**src/rtl/tron_pkg.sv**
```systemverilog
// Shared types and constants for the light-cycle game: phase encoding seen by
// arena, key codes, and the point-result encoding.
package tron_pkg;

  typedef enum logic [2:0] {
    ST_TITLE     = 3'd0,
    ST_PLAY      = 3'd1,
    ST_COUNTDOWN = 3'd2,
    ST_POINT     = 3'd3,
    ST_GAME_OVER = 3'd4
  } game_state_t;

  typedef enum logic [1:0] {
    WIN_NONE = 2'd0,
    WIN_BLUE = 2'd1,
    WIN_RED  = 2'd2,
    WIN_DRAW = 2'd3
  } winner_t;

  localparam logic [7:0] KEY_ENTER = 8'h28;
  localparam logic [7:0] KEY_ESC   = 8'h29;

  // Score increment that sticks at the winning score instead of wrapping.
  function automatic logic [3:0] sat_inc(input logic [3:0] value, input logic [3:0] limit);
    return (value >= limit) ? limit : value + 4'd1;
  endfunction

endpackage

```
**src/rtl/frame_tick.sv**
```systemverilog
// Brings the vsync-derived frame level into the Clk domain and emits a single
// registered pulse per rising edge, three Clk cycles after frame_clk rises.
module frame_tick (
  input  logic Clk,
  input  logic Reset,
  input  logic frame_clk,
  output logic tick
);

  logic r_sync1;
  logic r_sync2;
  logic r_sync2_d;
  logic r_tick;

  always_ff @(posedge Clk) begin
    if (Reset) begin
      r_sync1   <= 1'b0;
      r_sync2   <= 1'b0;
      r_sync2_d <= 1'b0;
      r_tick    <= 1'b0;
    end else begin
      r_sync1   <= frame_clk;
      r_sync2   <= r_sync1;
      r_sync2_d <= r_sync2;
      r_tick    <= r_sync2 & ~r_sync2_d;
    end
  end

  assign tick = r_tick;

endmodule

```
**src/rtl/tron_round_ctrl.sv**
```systemverilog
// Round/score controller: sequences title, countdown, play, point and
// game-over phases for arena and keeps both players' scores.
module tron_round_ctrl
  import tron_pkg::*;
#(
  parameter int COUNT_FRAMES = 180,
  parameter int POINT_FRAMES = 120,
  parameter int WIN_SCORE    = 5
) (
  input  logic       Clk,
  input  logic       Reset,
  input  logic       frame_clk,
  input  logic [7:0] keycode,
  input  logic       Blue_crash,
  input  logic       Red_crash,
  output logic [2:0] Game_State,
  output logic       Reset_Score,
  output logic [3:0] Blue_Score,
  output logic [3:0] Red_Score,
  output logic [1:0] Countdown,
  output logic [1:0] Winner
);

  localparam logic [7:0] CNT_LAST = 8'(COUNT_FRAMES - 1);
  localparam logic [7:0] PNT_LAST = 8'(POINT_FRAMES - 1);
  // Smallest frame_cnt values where 3*frame_cnt/COUNT_FRAMES reaches 1 and 2.
  localparam logic [7:0] CD_T1    = 8'((COUNT_FRAMES + 2) / 3);
  localparam logic [7:0] CD_T2    = 8'((2 * COUNT_FRAMES + 2) / 3);
  localparam logic [3:0] WIN_LIM  = 4'(WIN_SCORE);

  logic        w_tick;
  logic        w_enter;
  logic        w_esc;

  game_state_t r_state,       w_state_next;
  logic [7:0]  r_frame_cnt,   w_frame_cnt_next;
  logic [3:0]  r_blue,        w_blue_next;
  logic [3:0]  r_red,         w_red_next;
  winner_t     r_winner,      w_winner_next;
  logic [1:0]  r_countdown,   w_countdown_next;
  logic        r_reset_score, w_reset_score_next;

  frame_tick u_frame_tick (
    .Clk       (Clk),
    .Reset     (Reset),
    .frame_clk (frame_clk),
    .tick      (w_tick)
  );

  assign w_enter = (keycode == KEY_ENTER);
  assign w_esc   = (keycode == KEY_ESC);

  always_comb begin
    w_state_next     = r_state;
    w_frame_cnt_next = r_frame_cnt;
    w_blue_next      = r_blue;
    w_red_next       = r_red;
    w_winner_next    = r_winner;

    // ESC outranks ticks and every other key in the same cycle.
    if (w_esc && (r_state != ST_TITLE)) begin
      w_state_next     = ST_TITLE;
      w_frame_cnt_next = 8'd0;
      w_blue_next      = 4'd0;
      w_red_next       = 4'd0;
      w_winner_next    = WIN_NONE;
    end else begin
      unique case (r_state)
        ST_TITLE, ST_GAME_OVER: begin
          if (w_enter) begin
            w_state_next     = ST_COUNTDOWN;
            w_frame_cnt_next = 8'd0;
            w_blue_next      = 4'd0;
            w_red_next       = 4'd0;
            w_winner_next    = WIN_NONE;
          end
        end
        ST_COUNTDOWN: begin
          if (w_tick) begin
            if (r_frame_cnt == CNT_LAST) begin
              w_state_next     = ST_PLAY;
              w_frame_cnt_next = 8'd0;
            end else begin
              w_frame_cnt_next = r_frame_cnt + 8'd1;
            end
          end
        end
        ST_PLAY: begin
          if (w_tick && (Blue_crash || Red_crash)) begin
            w_state_next     = ST_POINT;
            w_frame_cnt_next = 8'd0;
            if (Blue_crash && Red_crash) begin
              w_winner_next = WIN_DRAW;
            end else if (Blue_crash) begin
              w_red_next    = sat_inc(r_red, WIN_LIM);
              w_winner_next = WIN_RED;
            end else begin
              w_blue_next   = sat_inc(r_blue, WIN_LIM);
              w_winner_next = WIN_BLUE;
            end
          end
        end
        ST_POINT: begin
          if (w_tick) begin
            if (r_frame_cnt == PNT_LAST) begin
              w_frame_cnt_next = 8'd0;
              if ((r_blue >= WIN_LIM) || (r_red >= WIN_LIM)) begin
                w_state_next = ST_GAME_OVER;
              end else begin
                w_state_next = ST_COUNTDOWN;
              end
            end else begin
              w_frame_cnt_next = r_frame_cnt + 8'd1;
            end
          end
        end
        default: begin
          w_state_next     = ST_TITLE;
          w_frame_cnt_next = 8'd0;
        end
      endcase
    end
  end

  // Registered side outputs are derived from the next state so they change
  // on the same edge as Game_State.
  always_comb begin
    w_countdown_next = 2'd0;
    if (w_state_next == ST_COUNTDOWN) begin
      if (w_frame_cnt_next < CD_T1) begin
        w_countdown_next = 2'd3;
      end else if (w_frame_cnt_next < CD_T2) begin
        w_countdown_next = 2'd2;
      end else begin
        w_countdown_next = 2'd1;
      end
    end
    w_reset_score_next = (w_state_next != r_state) &&
                         ((w_state_next == ST_COUNTDOWN) || (w_state_next == ST_TITLE));
  end

  always_ff @(posedge Clk) begin
    if (Reset) begin
      r_state       <= ST_TITLE;
      r_frame_cnt   <= 8'd0;
      r_blue        <= 4'd0;
      r_red         <= 4'd0;
      r_winner      <= WIN_NONE;
      r_countdown   <= 2'd0;
      r_reset_score <= 1'b1;
    end else begin
      r_state       <= w_state_next;
      r_frame_cnt   <= w_frame_cnt_next;
      r_blue        <= w_blue_next;
      r_red         <= w_red_next;
      r_winner      <= w_winner_next;
      r_countdown   <= w_countdown_next;
      r_reset_score <= w_reset_score_next;
    end
  end

  assign Game_State  = r_state;
  assign Reset_Score = r_reset_score;
  assign Blue_Score  = r_blue;
  assign Red_Score   = r_red;
  assign Countdown   = r_countdown;
  assign Winner      = r_winner;

endmodule

```
**config.mk**
```make
export PLATFORM = sky130hd
export DESIGN_NAME = tron_round_ctrl
export DESIGN_NICKNAME = d
export VERILOG_FILES = /design/src/rtl/tron_pkg.sv /design/src/rtl/frame_tick.sv /design/src/rtl/tron_round_ctrl.sv
export SDC_FILE = /design/constraint.sdc
export NUM_CORES = 1
export LEC_CHECK = 0
export ABC_AREA = 1
export ABC_CLOCK_PERIOD_IN_PS = 1600
export CAP_MARGIN = 25
export CORE_MARGIN = 2
export CORE_UTILIZATION = 47
export CTS_CLUSTER_DIAMETER = 40
export DETAILED_ROUTE_END_ITERATION = 12
export GPL_TIMING_DRIVEN = 0
export PLACE_DENSITY = 0.72
export SLEW_MARGIN = 30
export SYNTH_ARGS = -nofsm -noshare
export SYNTH_HDL_FRONTEND = slang
export SYNTH_SLANG_ARGS = --single-unit
export TNS_END_PERCENT = 30
```
**constraint.sdc**
```tcl
create_clock -name Clk -period 1.6 [get_ports Clk]
set_input_delay 0.32 -clock Clk [delete_from_list [all_inputs] [get_ports Clk]]
set_output_delay 0.32 -clock Clk [all_outputs]
set_load 0.005 [all_outputs]
```
# Word level (Yosys, flattened, before mapping)
# Cells that the tools add are included.
# word_totals
reg_bits,28
input_bits,13
# classes
addsub,3
magnitude_cmp,4
eq_ne,15
n_mux,35
bitwise,3
reduce_logical,17
# op_table
cell,count
2-to-1 mux 8 bit,7
2-to-1 mux 4 bit,9
case mux 8 bit (4 select lines),1
2-to-1 mux 3 bit,8
== test 8 x 6 -> 1 bit (second input constant),2
case mux 4 bit (2 select lines),2
2-to-1 mux 2 bit,6
case mux 3 bit (4 select lines),1
!= test 2 bit (second input constant),5
AND reduction 5 bit,2
== test 3 x 2 -> 1 bit (second input constant),3
adder 4 x 1 -> 4 bit (second input constant),2
adder 8 x 1 -> 8 bit (second input constant),1
== test 8 x 7 -> 1 bit (second input constant),1
== test 8 bit (second input constant),1
>= comparator 4 x 3 -> 1 bit (second input constant),2
< comparator 8 x 6 -> 1 bit (second input constant),1
< comparator 8 x 7 -> 1 bit (second input constant),1
logical NOT 3 bit,2
OR reduction 2 bit,3
logical AND 1 bit,4
case mux 2 bit (2 select lines),1
== test 3 x 1 -> 1 bit (second input constant),1
== test 3 bit (second input constant),1
7 further kinds,10

# Longest topological paths before layout
# depth
ltp_word,10
depth_mapped,14
ltp_nobuf,14

# Hierarchy
# A second synthesis with hierarchy kept.
# hier_totals
hier_cells,260
area_unflattened_um2,1715.4
# modules_own_cells
module,instances,cells_per_inst,area_per_inst_um2
tron_round_ctrl,1,248,1600.3
frame_tick,1,12,115.1

# Worst setup path before layout
# OpenSTA, ideal clock, no wires.
# synth_path
path_type,register to register
start,"register r_blue[1], in the netlist Blue_Score[1]"
end,"register r_reset_score, in the netlist Reset_Score"
arrival_time_ps,1476
t_required_ps,1485
setup_slack_ps,8
stages_incl_launch_ff,15
n_path_buf,0
cell_sequence,dfxtp_1 > inv_1 > ha_1 > inv_1 > nand2_1 > a21oi_1 > nand2_1 > nand2_1 > nand2_1 > nand3_2 > nand2_2 > nand2_1 > nand3_1 > o21ai_0 > inv_1
# synth_between
elab_chain_cells,10
elab_cells_between_ends,12
# synth_rtl
element,line,rtl
start: declaration,tron_round_ctrl.sv:37,"logic [3:0] r_blue, w_blue_next;"
start signal: assignment,tron_round_ctrl.sv:154,r_blue <= w_blue_next;
>= comparator 4 x 3 -> 1 bit (*),tron_round_ctrl.sv:107,if ((r_blue >= WIN_LIM) || (r_red >= WIN_LIM)) begin
logical OR 1 bit (*),tron_round_ctrl.sv:107,
2-to-1 mux 3 bit (*),tron_round_ctrl.sv:107,
2-to-1 mux 3 bit (*),tron_round_ctrl.sv:105,if (r_frame_cnt == PNT_LAST) begin
2-to-1 mux 3 bit (*),tron_round_ctrl.sv:104,if (w_tick) begin
case mux 3 bit (4 select lines) (*),tron_round_ctrl.sv:68,unique case (r_state)
2-to-1 mux 3 bit (*),tron_round_ctrl.sv:61,if (w_esc && (r_state != ST_TITLE)) begin
== test 3 x 2 -> 1 bit or logical NOT 3 bit (tied branches),tron_round_ctrl.sv:139,((w_state_next == ST_COUNTDOWN) || (w_state_next == ST_TITLE));
logical OR 1 bit,tron_round_ctrl.sv:139,
logical AND 1 bit (*),tron_round_ctrl.sv:138,w_reset_score_next = (w_state_next != r_state) &&
end signal: assignment,tron_round_ctrl.sv:158,r_reset_score <= w_reset_score_next;
end: declaration,tron_round_ctrl.sv:41,"logic r_reset_score, w_reset_score_next;"
# Mark *: on every way between the ends. The rest lies on a longest branch, timed or not.
# A chain may end at the register's enable or synchronous reset.

# Final worst setup path
# layout_path
start,register r_frame_cnt[0]
end,"register r_countdown[0], in the netlist Countdown[0]"
# layout_between
elab_chain_cells,8
elab_cells_between_ends,24
# layout_rtl
element,line,rtl
start: declaration,tron_round_ctrl.sv:36,"logic [7:0] r_frame_cnt, w_frame_cnt_next;"
start signal: assignment,tron_round_ctrl.sv:153,r_frame_cnt <= w_frame_cnt_next;
adder 8 x 1 -> 8 bit (tied with other cells),"tron_round_ctrl.sv:84, tron_round_ctrl.sv:113",
2-to-1 mux 8 bit (tied with other cells),tron_round_ctrl.sv:105,
2-to-1 mux 8 bit (tied with other cells),tron_round_ctrl.sv:104,
case mux 8 bit (4 select lines) or case mux 3 bit (4 select lines) (tied branches),tron_round_ctrl.sv:68,
2-to-1 mux 8 bit or 2-to-1 mux 3 bit (tied branches),tron_round_ctrl.sv:61,
< comparator 8 x 7 -> 1 bit or == test 3 x 2 -> 1 bit (tied branches),"tron_round_ctrl.sv:132, tron_round_ctrl.sv:129",
2-to-1 mux 2 bit or NOT 1 bit (tied branches),n/a,
2-to-1 mux 2 bit or OR reduction 2 bit (tied branches),n/a,
end signal: assignment,tron_round_ctrl.sv:157,r_countdown <= w_countdown_next;
end: declaration,tron_round_ctrl.sv:40,"logic [1:0] r_countdown, w_countdown_next;"
# Several ways; a longest one is shown, not always the timed one.

==> qor.yml <==
status: "finished with violations"
violations: "negative setup slack"
postSynth.asyncResetShare: 0
max-slew-margin-rel: 0.682
core_sq_um: 3390
vias: 1895
routed_wirelength_normalized_by_instance_count_um: 13.1
dr.pass1.iters: 4
final.setup.worst_slack_ps: -76.3
chipHeight_um: 63.9
cts_sinks: 28
maximum_number_of_pins_on_one_net_before_global_route_repair: 17
layout-drive-gt1-share: 0.338
tritoncts: "built"
synthFlopType: "dfxtp_1"
fraction_of_the_core_area_covered_by_cells_at_the_end_of_the_flow: 0.742
post-route-drc-count: 0
first_global_vias: 1537
ys_ff_latch: 28
routed-wl-met2_mm: 2.36
wire_length_of_the_first_global_routing_pass_mm: 6.46
layout.cell_area.non_filler_sq_um: 2520
timing.final.hold_violations: 0
setup.worst_path.end_class: "flip-flop"
worst_clock_skew_ps: 9.31
clkLatencyLatePin_ps: 350
reg2reg_depth: 13
worst-endpoint-arrival_ps: 1940
synthTopCellsByArea: "dfxtp_1 (33%), nand2_1 (16%), inv_1 (9.1%)"
layout_worst_path_cycle_share: 1.05
synth.yosys.warnings: 0
drtIter0Drc: 99
die_outline_area_sq_um: 4080
r2r-end: "Countdown[0]"
stages_on_the_worst_setup_path: 13
postSynthCellCount: 267
grt_usage: 0.194
synthesis.nets: 287
required_ps: 1870
initial_core_util: 0.498
postSynthAreaPerCell_sq_um: 6.32
grt_antenna_before_repair: 0
yosysTopAreaCellShare: 0.332
yosys.cell_count.top_type: "nand2_1"
critical_path.endpoint: "Countdown[0]"
setup_viol: 5
power-per-cell-area_nw_per_um2: 505
hp-class: "input port to flip-flop"
timing.rr.start: "r_frame_cnt[0]"
numPortBuffers: 27
avgViaCountPerCell: 5.22
dp_hpwl_mm: 2.80
die_w_um: 63.9
crit_chain: "ha_4, nand2_1, nor2_1, nand2_1, nand2_1, nand2_4, nand2_1, nand3_1, nand2_1, nor2_1, nand2_1, nand2_1, a21oi_1"
ant_nets: 0
root_buffer: "clkbuf_4"
detail_route.wirelength.met1_mm: 2.07
grt_overflow_total: 0
critical_path.startpoint: "r_frame_cnt[0]"
setup.worst_path.start_class: "flip-flop"
synth_sequential_area_ratio: 0.332
final.fill_count: 235
post-synth-top-area-cell: "dfxtp_1"
critical_path_buf_inv_count: 0
netlist_area_sq_um: 1690
standard_cell_with_the_maximum_stage_delay_on_the_critical_path: "dfxtp_4"
clock.fmax_mhz: 597
power.static_leakage_nw: 1.18
ys_types: 27
multi_input_combinational_cell_area_sq_um: 1180
globalplace.congestion: 0.942
timing.final.max_slew_violations: 0
num_io_pins: 29
ff2ff_setup_slack_ps: -80
slew_at_the_pin_with_the_worst_max_slew_slack_ps: 478
max_stage_delay_ps: 390
drt-total-wl_mm: 4.75
crit_fanout: 7
drv.max_cap_violation_count: 0
top_signal_layer_used: "met4"
fin_nets: 338
finalWorstPathRequiredPeriod_ps: 1680
crit_top_cell: "nand2_1"
numCtsBuffers: 3
met3_wirelength_um: 238
vdd_drop_max_uv: 581
cp_top_family: "simple AND/OR/NAND/NOR gates"
rsz_0062_raised_after_global_routing: "yes"
clkTransAtPathRegs_ps: 170
diodes: 0
sum_of_negative_setup_slack_ps: -186
synth.top_cells.by_count: "nand2_1 (70), inv_1 (41), nor2_1 (38)"
setup.worst_path.class: "flip-flop to flip-flop"
cts_max_path_buffers: 2
synth-edff-count: 0
seq_area_sq_um: 601
postPlaceCellArea_sq_um: 2010
floorplan.rows: 21
max_h_tree_level: 1
area_growth_pct: 49.2
==> how the worst min path moves through the flow <==
stage                                       from                    to  slack (ps)  cells after the start
after floorplan           u_frame_tick.r_sync2_d     u_frame_tick.tick         370                      1
after global placement    u_frame_tick.r_sync2_d     u_frame_tick.tick         370                      1
after detailed placement  u_frame_tick.r_sync2_d     u_frame_tick.tick         390                      1
after CTS                                  Reset        r_frame_cnt[6]         380                      2
after global routing                       Reset  u_frame_tick.r_sync2         380                      2
final                                      Reset        r_frame_cnt[6]         360                      2
==> layer usage <==
layer / track usage / vias to the layer above
met4: 0.0408 / 0
met2: 0.319 / 62
met1: 0.273 / 880
met5: 0 / -
li1: - / 942
met3: 0.0211 / 11
==> metrics by stage <==
stage | std cells | worst slack (ps) | total power (W) | hold slack (ps)
2_1_floorplan | 267 | 8.45 | 0.000755 | 373
5_1_grt | 363 | -144 | 0.00132 | 384
6_report | 363 | -76.3 | 0.00127 | 359
3_3_place_gp | 340 | -460 | 0.000796 | 374
4_1_cts | 350 | -12.5 | 0.00127 | 375
3_5_place_dp | 340 | -463 | 0.000797 | 391
==> kinds of logic (layout without fill, tap and decap cells) <==
logic type,count (synthesis),after routing,share of synthesized area
simple gates,149,149,0.387
buf+inv,49,99,0.110
fa+ha+maj,7,7,0.0519
flops,28,28,0.332
xor+xnor,4,4,0.0208
compound gates,30,30,0.0979
==> flip-flops by register name, indices dropped and copies added, names as in the netlist <==
register                flops
Blue_Score                  4
u_frame_tick.r_sync2        1
Game_State                  3
Reset_Score                 1
u_frame_tick.r_sync2_d      1
Winner                      2
r_frame_cnt                 8
u_frame_tick.r_sync1        1
u_frame_tick.tick           1
Red_Score                   4
Countdown                   2
==> power breakdown <==
part | switching, W | internal (W) | total, W
sequential | 0.00000402 | 0.000690 | 0.000694
combinational | 0.0000436 | 0.0000431 | 0.0000867
clock | 0.000235 | 0.000254 | 0.000489
==> final cells by class <==
cell class,instances,area share
clock buffers,3,0.00895
clock inverters,1,0.0119
multi-input cells,190,0.468
well taps,46,0.0229
plain buffers,2,0.00348
flip-flops and latches,28,0.239
inverters,47,0.0731
repair buffers,46,0.173
==> cells in the final DEF (no fill, tap or decap), drive strengths merged <==
master and count:
nand2 73, inv 47, nor2 42, dfxtp 28, nand3 21, clkdlybuf4s50 20
buf 20, a21oi 16, nor3 10, o21ai 10, dlymetal6s2s 7, ha 7
clkbuf 4, nand4 3, xor2 2, xnor2 2, a211oi 1, o21bai 1
o22ai 1, a31oi 1, bufinv 1
==> timing repair <==
item | in CTS | in global routing
pin swaps | 8 | 26
setup buffers | 6 | 13
cloned | 0 | 0
resized for setup | 37 | 66
endpoints found under the setup margin | 16 | 19
hold buffers | 0 | 0
No activity file was read; power rests on OpenSTA's default activity.
